[src/rtl/ifetch_queue_if.sv]
// -----------------------------------------------------------------------------
// ifetch_queue_if
//   Bundles the instruction-fetch front-end's bus signals: the ROM read port,
//   the redirect (branch/jump) request and the decode-side valid/ready port.
//
//   Signals (direction as seen by the fetch queue, i.e. the slave modport):
//     fetch_en        in   allow new ROM reads
//     rom_rd          out  ROM read strobe
//     rom_raddr       out  ROM read address
//     rom_rdata       in   ROM data, valid the cycle after rom_rd
//     redirect_valid  in   flush request (one-cycle pulse)
//     redirect_pc     in   restart PC, sampled with redirect_valid
//     dec_valid       out  head entry valid
//     dec_ready       in   decode accepts head entry
//     dec_instr       out  head instruction
//     dec_pc          out  PC of head instruction
//     q_count         out  occupied queue entries
//
//   master: the environment around the queue (ROM + decode + branch unit)
//   slave : the fetch queue itself
// -----------------------------------------------------------------------------
interface ifetch_queue_if #(
   parameter int ROM_AWIDTH = 8,
   parameter int IWIDTH     = 16,
   parameter int DEPTH      = 4
);
   localparam int CNT_W = $clog2(DEPTH) + 1;

   logic                  fetch_en;
   logic                  rom_rd;
   logic [ROM_AWIDTH-1:0] rom_raddr;
   logic [IWIDTH-1:0]     rom_rdata;
   logic                  redirect_valid;
   logic [ROM_AWIDTH-1:0] redirect_pc;
   logic                  dec_valid;
   logic                  dec_ready;
   logic [IWIDTH-1:0]     dec_instr;
   logic [ROM_AWIDTH-1:0] dec_pc;
   logic [CNT_W-1:0]      q_count;

   modport master (
      output fetch_en, rom_rdata, redirect_valid, redirect_pc, dec_ready,
      input  rom_rd, rom_raddr, dec_valid, dec_instr, dec_pc, q_count
   );

   modport slave (
      input  fetch_en, rom_rdata, redirect_valid, redirect_pc, dec_ready,
      output rom_rd, rom_raddr, dec_valid, dec_instr, dec_pc, q_count
   );
endinterface

[src/rtl/ifetch_queue.sv]
// -----------------------------------------------------------------------------
// ifetch_queue
//   Instruction fetch front-end. Owns the fetch PC, issues sequential reads to
//   a ROM with one cycle of read latency, buffers returned instructions tagged
//   with their PC in a small FIFO and hands them to decode over valid/ready.
//   A redirect flushes the queue and restarts fetch at a new PC.
//
//   Ports:
//     clk      system clock, rising edge
//     ext_rst  asynchronous active-low reset
//     bus      ifetch_queue_if slave modport (ROM port, redirect, decode port,
//              fetch_en, q_count)
// -----------------------------------------------------------------------------
module ifetch_queue #(
   parameter int ROM_AWIDTH = 8,
   parameter int IWIDTH     = 16,
   parameter int DEPTH      = 4,
   parameter int PC_STEP    = 2,
   parameter int RESET_PC   = 0
) (
   input  logic           clk,
   input  logic           ext_rst,
   ifetch_queue_if.slave  bus
);

   localparam int PTR_W = $clog2(DEPTH);
   localparam int CNT_W = PTR_W + 1;

   // Fetch side state
   logic [ROM_AWIDTH-1:0] fetch_pc_q, fetch_pc_d;
   logic                  pend_q, pend_d;
   logic [ROM_AWIDTH-1:0] pend_pc_q, pend_pc_d;
   logic                  drop_q, drop_d;

   // Queue state
   logic [PTR_W-1:0]      wr_ptr_q, wr_ptr_d;
   logic [PTR_W-1:0]      rd_ptr_q, rd_ptr_d;
   logic [CNT_W-1:0]      count_q, count_d;
   logic [ROM_AWIDTH-1:0] mem_pc_q    [DEPTH];
   logic [IWIDTH-1:0]     mem_instr_q [DEPTH];

   logic                  redirect;
   logic                  issue;
   logic                  push;
   logic                  pop;
   logic                  not_empty;
   logic [CNT_W:0]        committed;

   assign redirect  = bus.redirect_valid;
   assign not_empty = (count_q != '0);

   // Credit counts both stored entries and the read already in flight, using
   // only registered occupancy so a push can never land on a full queue.
   assign committed = {1'b0, count_q} + {{CNT_W{1'b0}}, pend_q};

   // ext_rst gates the strobe so the ROM sees no read while reset is held.
   assign issue = ext_rst & bus.fetch_en & ~redirect &
                  (committed < (CNT_W+1)'(DEPTH));

   // A response landing in a redirect cycle belongs to the old stream.
   assign push = pend_q & ~drop_q & ~redirect;
   assign pop  = not_empty & bus.dec_ready & ~redirect;

   assign bus.rom_rd    = issue;
   assign bus.rom_raddr = fetch_pc_q;
   assign bus.dec_valid = not_empty;
   assign bus.dec_instr = not_empty ? mem_instr_q[rd_ptr_q] : '0;
   assign bus.dec_pc    = not_empty ? mem_pc_q[rd_ptr_q]    : '0;
   assign bus.q_count   = count_q;

   always_comb begin
      fetch_pc_d = fetch_pc_q;
      pend_d     = issue;
      pend_pc_d  = pend_pc_q;
      drop_d     = drop_q;
      wr_ptr_d   = wr_ptr_q;
      rd_ptr_d   = rd_ptr_q;
      count_d    = count_q;

      if (redirect) begin
         fetch_pc_d = bus.redirect_pc;
         drop_d     = 1'b0;
         wr_ptr_d   = '0;
         rd_ptr_d   = '0;
         count_d    = '0;
      end else begin
         if (issue) begin
            // Natural truncation gives the modulo-2^ROM_AWIDTH PC wrap.
            fetch_pc_d = fetch_pc_q + ROM_AWIDTH'(PC_STEP);
            pend_pc_d  = fetch_pc_q;
         end
         // DEPTH is a power of two, so pointer overflow is the FIFO wrap.
         if (push) wr_ptr_d = wr_ptr_q + PTR_W'(1);
         if (pop)  rd_ptr_d = rd_ptr_q + PTR_W'(1);
         unique case ({push, pop})
            2'b10:   count_d = count_q + CNT_W'(1);
            2'b01:   count_d = count_q - CNT_W'(1);
            default: count_d = count_q;
         endcase
      end
   end

   always_ff @(posedge clk or negedge ext_rst) begin
      if (!ext_rst) begin
         fetch_pc_q <= ROM_AWIDTH'(RESET_PC);
         pend_q     <= 1'b0;
         drop_q     <= 1'b0;
         wr_ptr_q   <= '0;
         rd_ptr_q   <= '0;
         count_q    <= '0;
      end else begin
         fetch_pc_q <= fetch_pc_d;
         pend_q     <= pend_d;
         drop_q     <= drop_d;
         wr_ptr_q   <= wr_ptr_d;
         rd_ptr_q   <= rd_ptr_d;
         count_q    <= count_d;
      end
   end

   // Data storage carries no reset: it is only observed through pend_q and
   // count_q, both of which are reset.
   always_ff @(posedge clk) begin
      pend_pc_q <= pend_pc_d;
      if (push) begin
         mem_pc_q[wr_ptr_q]    <= pend_pc_q;
         mem_instr_q[wr_ptr_q] <= bus.rom_rdata;
      end
   end

endmodule

[src/flat_wrapper.sv]
// flat-port wrapper written by rule: the top's interface ports become plain ports
module ifetch_queue_flat 
#(
   parameter int ROM_AWIDTH = 8,
   parameter int IWIDTH     = 16,
   parameter int DEPTH      = 4,
   parameter int PC_STEP    = 2,
   parameter int RESET_PC   = 0
)
  (clk, ext_rst, bus_fetch_en, bus_rom_rdata, bus_redirect_valid, bus_redirect_pc, bus_dec_ready, bus_rom_rd, bus_rom_raddr, bus_dec_valid, bus_dec_instr, bus_dec_pc, bus_q_count);
  ifetch_queue_if #(.ROM_AWIDTH(ROM_AWIDTH), .IWIDTH(IWIDTH), .DEPTH(DEPTH)) bus_i ();
  input  logic clk;
  input  logic ext_rst;
  input wire logic [$bits(bus_i.fetch_en)-1:0] bus_fetch_en;
  input wire logic [$bits(bus_i.rom_rdata)-1:0] bus_rom_rdata;
  input wire logic [$bits(bus_i.redirect_valid)-1:0] bus_redirect_valid;
  input wire logic [$bits(bus_i.redirect_pc)-1:0] bus_redirect_pc;
  input wire logic [$bits(bus_i.dec_ready)-1:0] bus_dec_ready;
  output wire logic [$bits(bus_i.rom_rd)-1:0] bus_rom_rd;
  output wire logic [$bits(bus_i.rom_raddr)-1:0] bus_rom_raddr;
  output wire logic [$bits(bus_i.dec_valid)-1:0] bus_dec_valid;
  output wire logic [$bits(bus_i.dec_instr)-1:0] bus_dec_instr;
  output wire logic [$bits(bus_i.dec_pc)-1:0] bus_dec_pc;
  output wire logic [$bits(bus_i.q_count)-1:0] bus_q_count;
  assign bus_i.fetch_en = bus_fetch_en;
  assign bus_i.rom_rdata = bus_rom_rdata;
  assign bus_i.redirect_valid = bus_redirect_valid;
  assign bus_i.redirect_pc = bus_redirect_pc;
  assign bus_i.dec_ready = bus_dec_ready;
  assign bus_rom_rd = bus_i.rom_rd;
  assign bus_rom_raddr = bus_i.rom_raddr;
  assign bus_dec_valid = bus_i.dec_valid;
  assign bus_dec_instr = bus_i.dec_instr;
  assign bus_dec_pc = bus_i.dec_pc;
  assign bus_q_count = bus_i.q_count;
  ifetch_queue #(.ROM_AWIDTH(ROM_AWIDTH), .IWIDTH(IWIDTH), .DEPTH(DEPTH), .PC_STEP(PC_STEP), .RESET_PC(RESET_PC)) u_core (.clk(clk), .ext_rst(ext_rst), .bus(bus_i));
endmodule
[config.mk]
export PLATFORM = sky130hd
export DESIGN_NAME = ifetch_queue_flat
export DESIGN_NICKNAME = d
export VERILOG_FILES = /design/src/rtl/ifetch_queue_if.sv /design/src/rtl/ifetch_queue.sv /design/src/flat_wrapper.sv
export SDC_FILE = /design/constraint.sdc
export NUM_CORES = 1
export LEC_CHECK = 0
export CORE_ASPECT_RATIO = 1.5
export CORE_MARGIN = 2
export CORE_UTILIZATION = 50
export CTS_CLUSTER_DIAMETER = 120
export CTS_CLUSTER_SIZE = 10
export DETAILED_ROUTE_END_ITERATION = 12
export GPL_ROUTABILITY_DRIVEN = 0
export GPL_TIMING_DRIVEN = 0
export PLACE_DENSITY = 0.74
export SLEW_MARGIN = 40
export SYNTH_ARGS = -nofsm -noshare
export SYNTH_HDL_FRONTEND = slang
export SYNTH_SLANG_ARGS = --single-unit
[constraint.sdc]
create_clock -name clk -period 2.73 [get_ports clk]
set_input_delay 0.546 -clock clk [delete_from_list [all_inputs] [get_ports clk]]
set_output_delay 0.546 -clock clk [all_outputs]
set_load 0.1 [all_outputs]
==> key figures, run 1 <==
Logic synthesis
  – Library cells used by synthesis: 33
  – Seq cells post-synth: 120
  – Synth Area in Compound Gates: 0.0166
  – Post-synth net total: 283
  – XOR/XNOR Fraction of Synth Area: 0.00728
  – Synth Area per Inst: 19.4 µm²
  – Part of the Yosys area used for sequential elements: 0.732
  – Simple-Gate Fraction of Synth Area: 0.0754
  – Cells after synthesis: 248
  – Yosys Warn Count: 0
  – Total standard cell area after synthesis: 0.00481 mm²
  – Adder-cell share of the synthesized area: 0.0172
  – Fraction of synthesized area in multiplexers: 0.133
  – Dominant combinational cell family by area after synthesis: multiplexers

Placed design
  – Post-DP Area: 0.00543 mm²
  – Post-DP HPWL: 5000 µm
  – Count of buffers from port buffering: 65
  – Worst slack at placement: -0.397 ns

STA
  – Relative slew margins: 0.551
  – Fmax: 0.380 GHz
  – Worst-case clock skew: 0.00942 ns
  – Time the final worst path needs with I/O delays and setup: 2.63 ns
  – Max-slew violation count: 0
  – Final setup violating endpoints: 0
  – Endpoints failing hold: 0
  – Setup TNS: 0 ns
  – Measured slew at the worst slew-check pin: 0.674 ns
  – Setup repair after global routing missed its margin: no
  – Final worst setup slack: 0.0952 ns
  – Final period util: 0.965

Worst setup path
  – Largest incremental delay on the critical path: 0.52 ns
  – Last element of the critical path: bus_dec_instr[8]
  – Start-to-end type of the worst setup path: reg2out
  – Ordered cell list for the critical path: buf_4, buf_6, mux4_2, and2_2, buf_4
  – Kind of capture point of the worst setup path: output port
  – Highest net fanout along the worst path: 10
  – Arr. time, crit path: 2.09 ns
  – Worst path slowest cell: mux4_2
  – Critical Path Start: u_core.rd_ptr_q[0]$_DFFE_PN0P_
  – Beginning of the worst register-to-register path: u_core.bus.q_count[1]$_DFFE_PN0P_
  – Kind of launch point of the worst setup path: flop
  – Slack of the worst reg-to-reg path: 0.65 ns
  – Critical Path Most Common Cell: buf_4
  – CP Data Required Time: 2.18 ns
  – Reg2reg path depth: 6
  – R2R Path End: u_core.bus.q_count[2]$_DFFE_PN0P_

Final layout
  – Final instance area: 0.00601 mm²
  – Share of post-route cells with drive strength above 1: 0.349
  – Layout-stage area growth over the synthesis result: 25.0%
  – End-of-flow core utilization: 0.646
  – Diodes inserted: 0
  – Final Net Count: 366
  – Number of filler cells placed in the layout: 687

Power and ir drop
  – Pleak: 2.15 nW
  – Cell area power density: 1080 mW/mm²
  – Sum of internal, switching and leakage power: 6.51 mW
  – Peak ir drop on the vdd network: 0.000807 V

Route
  – Routed Wire Length: 8280 µm
  – Number of optimization iterations in the first detailed-route pass: 4
  – Number of design-rule violations left by the first detailed-router iteration: 110
  – Wire length per cell after detailed routing: 18.1 µm
  – DR DRC count: 0
  – Antenna Violating Nets Remaining: 0
  – Total number of vias: 2516
  – Via/cell ratio: 5.52

Clock tree
  – Maximum buffer depth of the clock tree: 2
  – H-tree Lvls: 4
  – Number of CTS-inserted buffers: 17
  – Hold buffers post-CTS: 0
  – Clock input transition at the sequential cells of the worst setup and hold paths: 0.05 ns
  – CTS tree: yes
  – Number of buffers inserted to repair setup after CTS: 0
  – CTS root buf: clkbuf_16
  – Clock tree sinks: 120
  – Worst-Skew Late Latency: 0.41 ns

Floorplanning
  – Die outline width: 84.1 µm
  – Number of primary I/O pins: 66
  – Std-Cell Rows: 43
  – Initial cell density of the core: 0.517
  – DIE HEIGHT: 124 µm
  – Core box area: 0.00931 mm²
  – Area of the die: 0.0104 mm²

GRT
  – Number of global-route vias before repair: 2483
  – Combined global-route utilization of all metal layers: 0.168
  – GRT overflow: 0
  – Maximum number of pins on one net before global-route repair: 25
  – Antenna violations before repair: 0
  – Global-route wire length before repair: 12700 µm

Job
  – Max-Cap Viols: 0

Min path
  – Min-Delay Path Class: in2async

Run status
  – Status: finished, final reports clean
-- placed cells by master (no fill, tap or decap), types with 6 or more instances in the layout --
cell type        netlist  routed
mux4_2                24      24
buf_2                  2      20
and2_2                 0      13
dfrtp_1               16      13
mux2i_1                6       6
edfxtp_1             104     104
clkbuf_1               5       8
and2_1                29      16
buf_4                  2      20
nor2_1                 7       7
clkbuf_16              0      17
clkdlybuf4s50_1        0      27
-- Yosys cell counts --
master	count	area share
edfxtp_1	104	0.65
and2_1	29	0.038
mux4_2	24	0.11
dfrtp_1	16	0.083
nor2_1	7	0.0055
mux2i_1	6	0.012
a221o_1	5	0.010
clkbuf_1	5	0.0039
ha_1	5	0.013
nor3_1	5	0.0052
inv_1	4	0.0031
nand3_1	4	0.0042
nor3b_1	4	0.0062
and3_1	3	0.0039
buf_1	2	0.0016
buf_2	2	0.0021
buf_4	2	0.0031
mux2_4	2	0.0062
nand2_1	2	0.0016
o21ai_0	2	0.0021
xnor2_1	2	0.0036
xor2_1	2	0.0036
buf_6	1	0.0023
fa_1	1	0.0042
inv_6	1	0.0018
mux2_2	1	0.0023
nand3_2	1	0.0021
nand4_4	1	0.0044
nor2b_1	1	0.0013
nor3_2	1	0.0021
o211ai_1	1	0.0016
o31ai_2	1	0.0026
or3_1	1	0.0013
-- worst max-delay path, delay by kind of cell, from the launching register on --
| family | cells | cell delay [ns] |
|---|---|---|
| buf+inv | 3 | 0.64 |
| mux | 1 | 0.52 |
| simple gates | 1 | 0.21 |
| flops | 1 | 0.32 |
-- metrics by stage --
stage | std cells | hold WS, ns
2_1_floorplan | 248 | 0.250
3_3_place_gp | 425 | 0.467
3_5_place_dp | 425 | 0.471
4_1_cts | 457 | 0.0741
5_1_grt | 456 | 0.0896
6_report | 456 | 0.0669
-- cell type report --
type | instances | area, µm² | share of cell area
inverter | 5 | 23.8 | 0.00395
tap | 112 | 140 | 0.0233
sequential | 120 | 3530 | 0.586
clock inverter | 5 | 23.8 | 0.00395
multi-input combinational | 111 | 1220 | 0.203
clock buffer | 27 | 493 | 0.0820
buffer | 11 | 77.6 | 0.0129
timing repair buffer | 65 | 510 | 0.0849
-- sequential cells by signal (all words and copies together) (netlist names) --
register / count
u_core.rd_ptr_q: 2
u_core.pend_q: 1
u_core.bus.q_count: 3
u_core.pend_pc_q: 8
u_core.wr_ptr_q: 2
u_core.mem_instr_q: 64
u_core.mem_pc_q: 32
u_core.bus.rom_raddr: 8
-- per-layer routing --
metal,vias to the layer above,global-route usage,wire length (µm)
li1,1143,-,-
met1,1293,0.182,3210
met2,67,0.298,4560
met3,13,0.0570,389
met4,0,0.0766,118
met5,-,0,0
-- power by group --
part / internal (mW) / total, mW / switching [mW]
combinational: 0.617 / 2.50 / 1.88
clock: 1.22 / 1.89 / 0.677
sequential: 2.06 / 2.12 / 0.0577
total: 3.90 / 6.51 / 2.62
-- worst min path at each step --
stage / startpoint / slack [ns] / to / depth (start not counted)
6_report: ext_rst / 0.07 / u_core.bus.rom_raddr[5]$_DFFE_PN0P_ / 1
5_1_grt: ext_rst / 0.09 / u_core.bus.rom_raddr[7]$_DFFE_PN0P_ / 1
4_1_cts: ext_rst / 0.07 / u_core.bus.rom_raddr[5]$_DFFE_PN0P_ / 1
3_5_place_dp: u_core.bus.rom_raddr[0]$_DFFE_PN0P_ / 0.47 / u_core.pend_pc_q[0]$_DFFE_PP_ / 0
3_3_place_gp: u_core.bus.rom_raddr[0]$_DFFE_PN0P_ / 0.47 / u_core.pend_pc_q[0]$_DFFE_PP_ / 0
2_1_floorplan: ext_rst / 0.25 / u_core.bus.q_count[0]$_DFFE_PN0P_ / 0
-- what timing repair did --
item / CTS / global route
gates resized for setup: 19 / 16
cloned: 0 / 0
setup endpoints to repair: 19 / 21
-- kinds of logic after synthesis --
kind of cell / after synthesis
flip-flops: 120
XOR/XNOR: 4
AND/OR/NAND/NOR: 59
AO/OA/AOI/OAI: 9
buffers and inverters: 17
adder cells (fa/ha/maj): 6
multiplexers: 33
(Power assumes the default switching activity.)
==> run 2, diff against run 1 <==
--- a/config.mk
+++ b/config.mk
@@ -5,7 +5,7 @@
 export SDC_FILE = /design/constraint.sdc
 export NUM_CORES = 1
 export LEC_CHECK = 0
-export CORE_ASPECT_RATIO = 1.5
+export CAP_MARGIN = 10
 export CORE_MARGIN = 2
 export CORE_UTILIZATION = 50
 export CTS_CLUSTER_DIAMETER = 120
==> constraint.sdc (replaced) <==
create_clock -name clk -period 2.73 [get_ports clk]
set_input_delay 0.546 -clock clk [delete_from_list [all_inputs] [get_ports clk]]
set_output_delay 0.546 -clock clk [all_outputs]
set_load 0.05 [all_outputs]
==> run 2 against run 1 <==
Net effect: worst hold slack better by 0.0097 ns; first-iteration DRC count fell by 17%; routed wire length increased by 3.3%; die area fell by 0.15%; global-route usage up 1.7 points; maximum frequency is 0.22% lower; sequential power about the same; via count shrank 0.52%; final cell count rose by 3.5%; sequential share of layout area fell by 1.3 points; setup slack lost 0.0058 ns.
==> key figures, run 2 (synthesized netlist as in run 1, its figures left out) <==
Worst setup path
  – Beginning of the worst register-to-register path: u_core.bus.q_count[1]$_DFFE_PN0P_
  – Ordered cell list for the critical path: buf_6, buf_12, mux4_2, and2_1, buf_2
  – Number of buffers and inverters on the critical path: 3 (unchanged)
  – Worst path slowest cell: mux4_2
  – Kind of launch point of the worst setup path: flop
  – Arr. time, crit path: 2.09 ns (about the same)
  – Start-to-end type of the worst setup path: reg2out
  – Largest incremental delay on the critical path: 0.51 ns (about the same)
  – Family with the most delay on the worst path: buffers and inverters
  – Critical Path Start: u_core.rd_ptr_q[0]$_DFFE_PN0P_
  – R2R Path End: u_core.bus.q_count[2]$_DFFE_PN0P_
  – Kind of capture point of the worst setup path: output port
  – CP Data Required Time: 2.18 ns (about the same)
  – Slack of the worst reg-to-reg path: 0.64 ns (about the same)
  – Highest net fanout along the worst path: 10 (unchanged)
  – Reg2reg path depth: 6 (unchanged)

Placed design
  – Worst slack at placement: -0.814 ns (-0.417 ns)
  – Count of buffers from port buffering: 65 (unchanged)
  – Post-DP HPWL: 5420 µm (+8.4%)
  – Post-placement cell count: 442 (+4.0%)
  – Post-DP Area: 0.00563 mm² (+3.6%)

Clock tree
  – Clock tree sinks: 120 (unchanged)
  – Worst-Skew Late Latency: 0.50 ns (+0.09 ns)
  – Clock input transition at the sequential cells of the worst setup and hold paths: 0.06 ns (about the same)
  – Number of CTS-inserted buffers: 17 (unchanged)
  – Maximum buffer depth of the clock tree: 2 (unchanged)
  – Number of buffers inserted to repair setup after CTS: 0 (unchanged)
  – CTS tree: yes
  – CTS root buf: clkbuf_8
  – H-tree Lvls: 4 (unchanged)

Power and ir drop
  – P_sw: 1.98 mW (-24%)
  – Portion of total power attributed to sequential cells: 0.351 (+0.026)
  – Switching power share of the total: 0.328 (-0.0733)
  – Pleak: 2.17 nW (+0.61%)
  – Internal power: 4.05 mW (+4.0%)
  – Power share of the clock group: 0.361 (+0.070)
  – Peak ir drop on the vdd network: 0.000488 V (-40%)
  – Cell area power density: 981 mW/mm² (-9.4%)
  – Comb power frac: 0.289 (-0.095)
  – Sum of internal, switching and leakage power: 6.03 mW (-7.4%)

STA
  – Time the final worst path needs with I/O delays and setup: 2.64 ns (+0.00578 ns)
  – Final period util: 0.967 (+0.00212)
  – Fmax: 0.379 GHz (-0.22%)
  – Setup TNS: 0 ns (unchanged)
  – Worst-case clock skew: 0.00611 ns (-0.00331 ns)
  – Worst hold slack: 0.0767 ns (+0.00974 ns)
  – Setup repair after global routing missed its margin: no
  – Final setup violating endpoints: 0 (unchanged)
  – Measured slew at the worst slew-check pin: 0.689 ns (+0.0150 ns)
  – Endpoints failing hold: 0 (unchanged)
  – Final worst setup slack: 0.0894 ns (-0.00578 ns)
  – Relative slew margins: 0.541 (-0.00997)
  – Max-slew violation count: 0 (unchanged)

Run status
  – Status: finished, final reports clean

Floorplanning
  – Die outline width: 102 µm (+21%)
  – DIE HEIGHT: 102 µm (-18%)
  – Initial cell density of the core: 0.518 (+0.00132)
  – Number of primary I/O pins: 66 (unchanged)
  – Area of the die: 0.0104 mm² (-0.15%)
  – Std-Cell Rows: 35 (-19%)
  – Core box area: 0.00928 mm² (-0.26%)

Final layout
  – Seq. cell area: 0.00352 mm² (-0.11%)
  – Number of filler cells placed in the layout: 662 (-3.6%)
  – Top library cells by usage in the layout, fill and taps aside: edfxtp_1, clkdlybuf4s50_1, and2_1, mux4_2, buf_2
  – Multi-input gate area: 0.00121 mm² (-0.51%)
  – Final cell count without fillers: 472 (+3.5%)
  – Final instance area: 0.00615 mm² (+2.2%)
  – Most common library cell in the layout ignoring fill and taps: edfxtp_1
  – Register with the most flip-flops: u_core.mem_instr_q
  – Diodes inserted: 0 (unchanged)
  – Top Registers: u_core.mem_instr_q (64), u_core.mem_pc_q (32)
  – End-of-flow core utilization: 0.662 (+0.0161)
  – Final Net Count: 366 (unchanged)
  – Max FFs per register: 64 (unchanged)
  – Share of post-route cells with drive strength above 1: 0.306 (-0.0427)
  – Layout-stage area growth over the synthesis result: 27.8%

GRT
  – GRT overflow: 0 (unchanged)
  – Number of global-route vias before repair: 2713 (+9.3%)
  – Global-route wire length before repair: 13900 µm (+9.7%)
  – Combined global-route utilization of all metal layers: 0.185 (+0.0166)
  – Maximum number of pins on one net before global-route repair: 25 (unchanged)
  – Antenna violations before repair: 0 (unchanged)

Route
  – Via/cell ratio: 5.30 (-3.9%)
  – Total number of vias: 2503 (-0.52%)
  – Routed Wire Length: 8550 µm (+3.3%)
  – Number of design-rule violations left by the first detailed-router iteration: 91 (-17%)
  – DR DRC count: 0 (unchanged)
  – Antenna Violating Nets Remaining: 0 (unchanged)
  – Wire length per cell after detailed routing: 18.1 µm (-0.19%)
  – Number of optimization iterations in the first detailed-route pass: 4 (unchanged)

Job
  – Max-Cap Viols: 0 (unchanged)

Min path
  – Min-Delay Path Class: in2async
-- run 2: cell types whose count changed in the layout (fill, tap and decap cells not counted), moves of 7 or more --
cell	before	now
buf_4	20	0
clkdlybuf4s50_1	27	38
and2_1	16	25
and2_2	13	4
clkbuf_1	8	1
-- run 2: worst register-to-register path, cell delays in order, from the launching register on --
cell and delay (ns):
dfrtp_1 0.46, o31ai_2 0.48, nor3_1 0.11, fa_1 0.39, nor3_1 0.25, o21ai_0 0.13
nor3b_1 0.15
-- run 2: routing by layer --
layer	vias to the layer above	wire length [µm]	global-route usage
li1	1151	-	-
met3	10	462	0.0568
met4	0	82	0.0646
met5	-	0	0
met1	1260	3750	0.239
met2	82	4250	0.302
-- run 2: how the worst max path moves through the flow --
stage                         to  slack [ns]  cells after the start
2_1_floorplan  bus_dec_instr[10]        0.26                      4
3_3_place_gp          bus_rom_rd       -0.81                      4
3_5_place_dp          bus_rom_rd       -0.81                      4
4_1_cts         bus_dec_instr[7]       -0.01                      5
5_1_grt         bus_dec_instr[7]      0.0002                      5
6_report        bus_dec_instr[7]        0.09                      5
-- run 2: area by class of cell --
cell class / count / share of cell area
inverter: 5 / 0.00387
multi-input combinational: 111 / 0.197
buffer: 11 / 0.0169
clock inverter: 14 / 0.0285
timing repair buffer: 65 / 0.0869
clock buffer: 17 / 0.0674
sequential: 120 / 0.573
tap: 129 / 0.0263
-- run 2: what timing repair did --
item | CTS | global route
pin swaps | 0 | 0
endpoints found under the hold margin | 0 | 0
resized for setup | 121 | 15
hold buffers | 0 | 0
setup endpoints to repair | 26 | 23
-- run 2: power by group through the flow --
stage	combinational (mW)	clock [mW]	sequential [mW]
5_1_grt	1.84	2.29	2.13
3_3_place_gp	1.84	0	2.15
6_report	1.74	2.18	2.12
3_5_place_dp	1.85	0	2.15
4_1_cts	1.75	2.22	2.12
2_1_floorplan	1.19	0	2.23
==> variant 1 (config.mk and constraints of run 1) <==
`IWIDTH` is set to 16 in 3 places; all go to 12.
--- a/src/rtl/ifetch_queue_if.sv
+++ b/src/rtl/ifetch_queue_if.sv
@@ -23,3 +23,3 @@
    parameter int ROM_AWIDTH = 8,
-   parameter int IWIDTH     = 16,
+   parameter int IWIDTH     = 12,
    parameter int DEPTH      = 4
--- a/src/rtl/ifetch_queue.sv
+++ b/src/rtl/ifetch_queue.sv
@@ -15,3 +15,3 @@
    parameter int ROM_AWIDTH = 8,
-   parameter int IWIDTH     = 16,
+   parameter int IWIDTH     = 12,
    parameter int DEPTH      = 4,
--- a/src/flat_wrapper.sv
+++ b/src/flat_wrapper.sv
@@ -4,3 +4,3 @@
    parameter int ROM_AWIDTH = 8,
-   parameter int IWIDTH     = 16,
+   parameter int IWIDTH     = 12,
    parameter int DEPTH      = 4,
Interface: changed (resized bus_dec_instr and bus_rom_rdata); port bits go from 66 to 58. No check against the original RTL was run, so the function may have changed too.
==> variant 1 against run 1 <==
Final area decreased by 16%; power decreased by 21%; clock power decreased by 35%; via count decreased by 14%; die area decreased by 12%; final cell count decreased by 12%; sequential cell count decreased by 16; critical path type unchanged; core utilization decreased by 3.8 points; highest routed layer unchanged; register-to-register slack improved by 0.13 ns; synthesized area decreased by 13%; setup slack improved by 0.014 ns; routed wire length decreased by 18%.
==> variant 1: results <==
final_layout:
  final_core_util_pct: 60.8
  final_nets: 321
  nFillCells: 649
yosys:
  syn-instance-count: 222
  synth_mux_area_share_pct: 11.7
  synth.area.top_cells: "edfxtp_1 63%, mux4_2 11%, dfrtp_1 9.5%"
  synth-compound-area-share_pct: 3.48
  yosys-top-cells-count: "88 x edfxtp_1, 25 x and2_1, 20 x mux4_2"
power_and_ir_drop:
  internal-power_mw: 2.95
  p_leak_nw: 1.81
  totalPowerFinal_mw: 5.14
  powerClk_mw: 1.22
detailed_routing:
  wl_met1_um: 2820
  drt_iter0_drc: 171
  wl_um: 6780
  route.met3.wl_um: 220
run_status:
  outcome: "completed"
timing:
  slew-limit-headroom_pct: 63.1
  clock_skew_ns: 0.00790
placement:
  dp_slack_ns: -0.341
  port_buffers: 57
  placed_cell_area_um2: 4760
clock_tree:
  cts_buffers: 9
  h-tree-depth: 3
global_route:
  use_met1_pct: 20.0
  grtUsageMet3_pct: 3.25
  track_usage_pct: 16.3
  grt_pass1_vias: 2174
[variant 1: worst paths after layout]
kind                            cells after the start                       to                    start  slack [ns]
worst max register to register                      6    u_core.bus.q_count[2]    u_core.bus.q_count[1]        0.78
worst min-delay path                                1  u_core.bus.rom_raddr[3]                  ext_rst        0.15
worst min register to register                      0      u_core.pend_pc_q[0]  u_core.bus.rom_raddr[0]        0.49
min in group clk                                    0      u_core.pend_pc_q[0]  u_core.bus.rom_raddr[0]        0.49
worst max-delay path                                4         bus_dec_instr[4]       u_core.rd_ptr_q[0]        0.11
max in group asynchronous                           1    u_core.bus.q_count[0]                  ext_rst        2.25
[variant 1: area by class of cell]
class / instances / share of cell area, %
Sequential cell: 104 / 60.3
Multi-Input combinational cell: 104 / 22.0
Timing Repair Buffer: 57 / 7.92
Clock buffer: 10 / 4.53
Tap cell: 107 / 2.65
Clock inverter: 6 / 1.19
Buffer: 9 / 0.941
Inverter: 5 / 0.470
==> variant 2 (config.mk and constraints of run 1) <==
Without the edit above. Reset style: synchronous (`ext_rst`), changed in one clocked block. Comments in the files are not updated.
--- a/src/rtl/ifetch_queue.sv
+++ b/src/rtl/ifetch_queue.sv
@@ -102,3 +102,3 @@
 
-   always_ff @(posedge clk or negedge ext_rst) begin
+   always_ff @(posedge clk) begin
       if (!ext_rst) begin
Function: differs if ext_rst is asserted again (counterexample within 4 cycles, from zero or initial values and one cycle with ext_rst low); with ext_rst held inactive, the same outputs for 4 cycles.
==> variant 2 against run 1 <==
The run now ends with design-rule violations left; final area up 2.5%; maximum frequency down 0.95%; sequential cell count up 2; routed wire length up 1.3%; setup slack worse by 0.025 ns; critical path depth unchanged; synthesized area up 4.5%; synthesized cell count up 8.1%; non-clock buffer count up 1; highest routed layer unchanged.
Power is not compared: it rests on default switching activity, and its combinational part moved more than twofold at a synthesized area within 25%.
==> variant 2: results <==
run_status:
  outcome: "finished with violations"
  violations: "design-rule violations"
hold_path:
  hold_start: "u_core.bus.rom_raddr[0]"
  hp-class: "reg -> reg"
  whs_path_depth: 0
detailed_routing:
  first_pass_iters: 11
  route.met3.wl_um: 387
  route.met2.wl_um: 4510
  wl_per_cell_um: 17.4
  wl_met1_um: 3220
  drt_iter0_drc: 146
  highest_layer: "met4"
  vias: 2601
  drc: 3
clock_tree:
  post-cts-setup-buffer-count: 0
  h-tree-depth: 4
  clock_path_buffers: 2
  cts_resized: 0
  clkSlewWorstSetupHoldPaths_ns: 0.05
  cts_buffers: 17
final_layout:
  final_nets: 390
  final_cells: 482
  nFillCells: 711
  largestRegisters: "u_core.mem_instr_q: 64 flops, u_core.mem_pc_q: 32 flops"
  diodes: 0
  drive_gt1_share_pct: 34.6
yosys:
  synth.area.top_cells: "edfxtp_1 62%, mux4_2 11%, dfxtp_1 7.2%"
  ys_warn_count: 0
  ys_async_sr_fraction_pct: 0
  yosys-top-cells-count: "104 x edfxtp_1, 24 x mux4_2, 20 x nor2b_4"
  postSynthAreaPerCell_um2: 18.8
  syn_nets: 304
  synth_cell_type_count: 48
  seq_area_frac_synth_pct: 69.3
critical_path:
  cp.arrival_ns: 2.11
  r2r_slack_ns: 0.45
  r2r_cells: 9
  rr_startpoint: "u_core.bus.q_count[1]"
  cp_max_fo: 8
  r2r-end: "u_core.bus.q_count[2]"
placement:
  place_inst: 448
  placed_cell_area_um2: 5640
  dp_slack_ns: 0.0546
  dp_hpwl_um: 5330
global_route:
  grt_pass1_vias: 2783
  grt_pass1_wl_um: 13600
  antenna_found_initial: 0
  grt_max_degree: 25
  track_usage_pct: 17.1
power_and_ir_drop:
  p_leak_nw: 2.18
  vdd_ir_drop_max_uv: 486
  totalPowerFinal_mw: 4.15
  power.share.sequential_pct: 49.7
timing:
  clock_skew_ns: 0.00463
  hold_slack_ns: 0.466
  worst_pin_slew_ns: 0.660
==> variant 2: changes by cell type after synthesis, moves of 8 or more <==
cell,delta
nor2b_4,+20
dfxtp_1,+18
and2_1,-25
dfrtp_1,-16
nand2_1,+8
==> variant 2: worst max-delay path by stage <==
stage | start | endpoint | slack (ns) | cells past startpoint
2_1_floorplan | u_core.bus.q_count[0] | bus_dec_instr[15] | -0.41 | 2
6_report | bus_redirect_valid | bus_rom_rd | 0.07 | 5
5_1_grt | bus_redirect_valid | bus_rom_rd | 0.02 | 5
3_5_place_dp | bus_redirect_valid | u_core.bus.q_count[2] | 0.05 | 8
3_3_place_gp | bus_redirect_valid | bus_rom_rd | -0.64 | 5
4_1_cts | u_core.bus.q_count[2] | bus_dec_pc[6] | 0.03 | 4
==> variant 2: routing by layer <==
metal / track usage, % / vias to the layer above
met5: 0 / -
met3: 4.29 / 23
met1: 18.4 / 1293
li1: - / 1207
met4: 9.34 / 0
met2: 30.1 / 78
==> variant 2: final cells by class <==
type / count / area [um2] / area share, %
sequential: 122 / 3480 / 56.5
multi-input combinational: 124 / 1410 / 22.9
clock inverter: 3 / 15.0 / 0.244
inverter: 12 / 47.5 / 0.771
clock buffer: 29 / 490 / 7.96
tap: 115 / 144 / 2.33
buffer: 10 / 90.1 / 1.46
timing repair buffer: 67 / 480 / 7.79
==> variant 2: cell families after synthesis <==
group | count (synthesis) | share of synthesized area (%)
adders and majority gates | 7 | 1.89
and+or+nand+nor | 64 | 10.9
muxes | 26 | 11.1
DFF | 122 | 69.3
AOI/OAI and AO/OA | 22 | 3.18
buffers and inverters | 22 | 2.74
xor gates and xnor gates | 5 | 0.871
==> variant 2: worst max-delay path: stages <==
cell	delay, ns
clkdlybuf4s50_1	0.51
and4bb_4	0.43
nand2_4	0.10
inv_4	0.10
buf_2	0.43
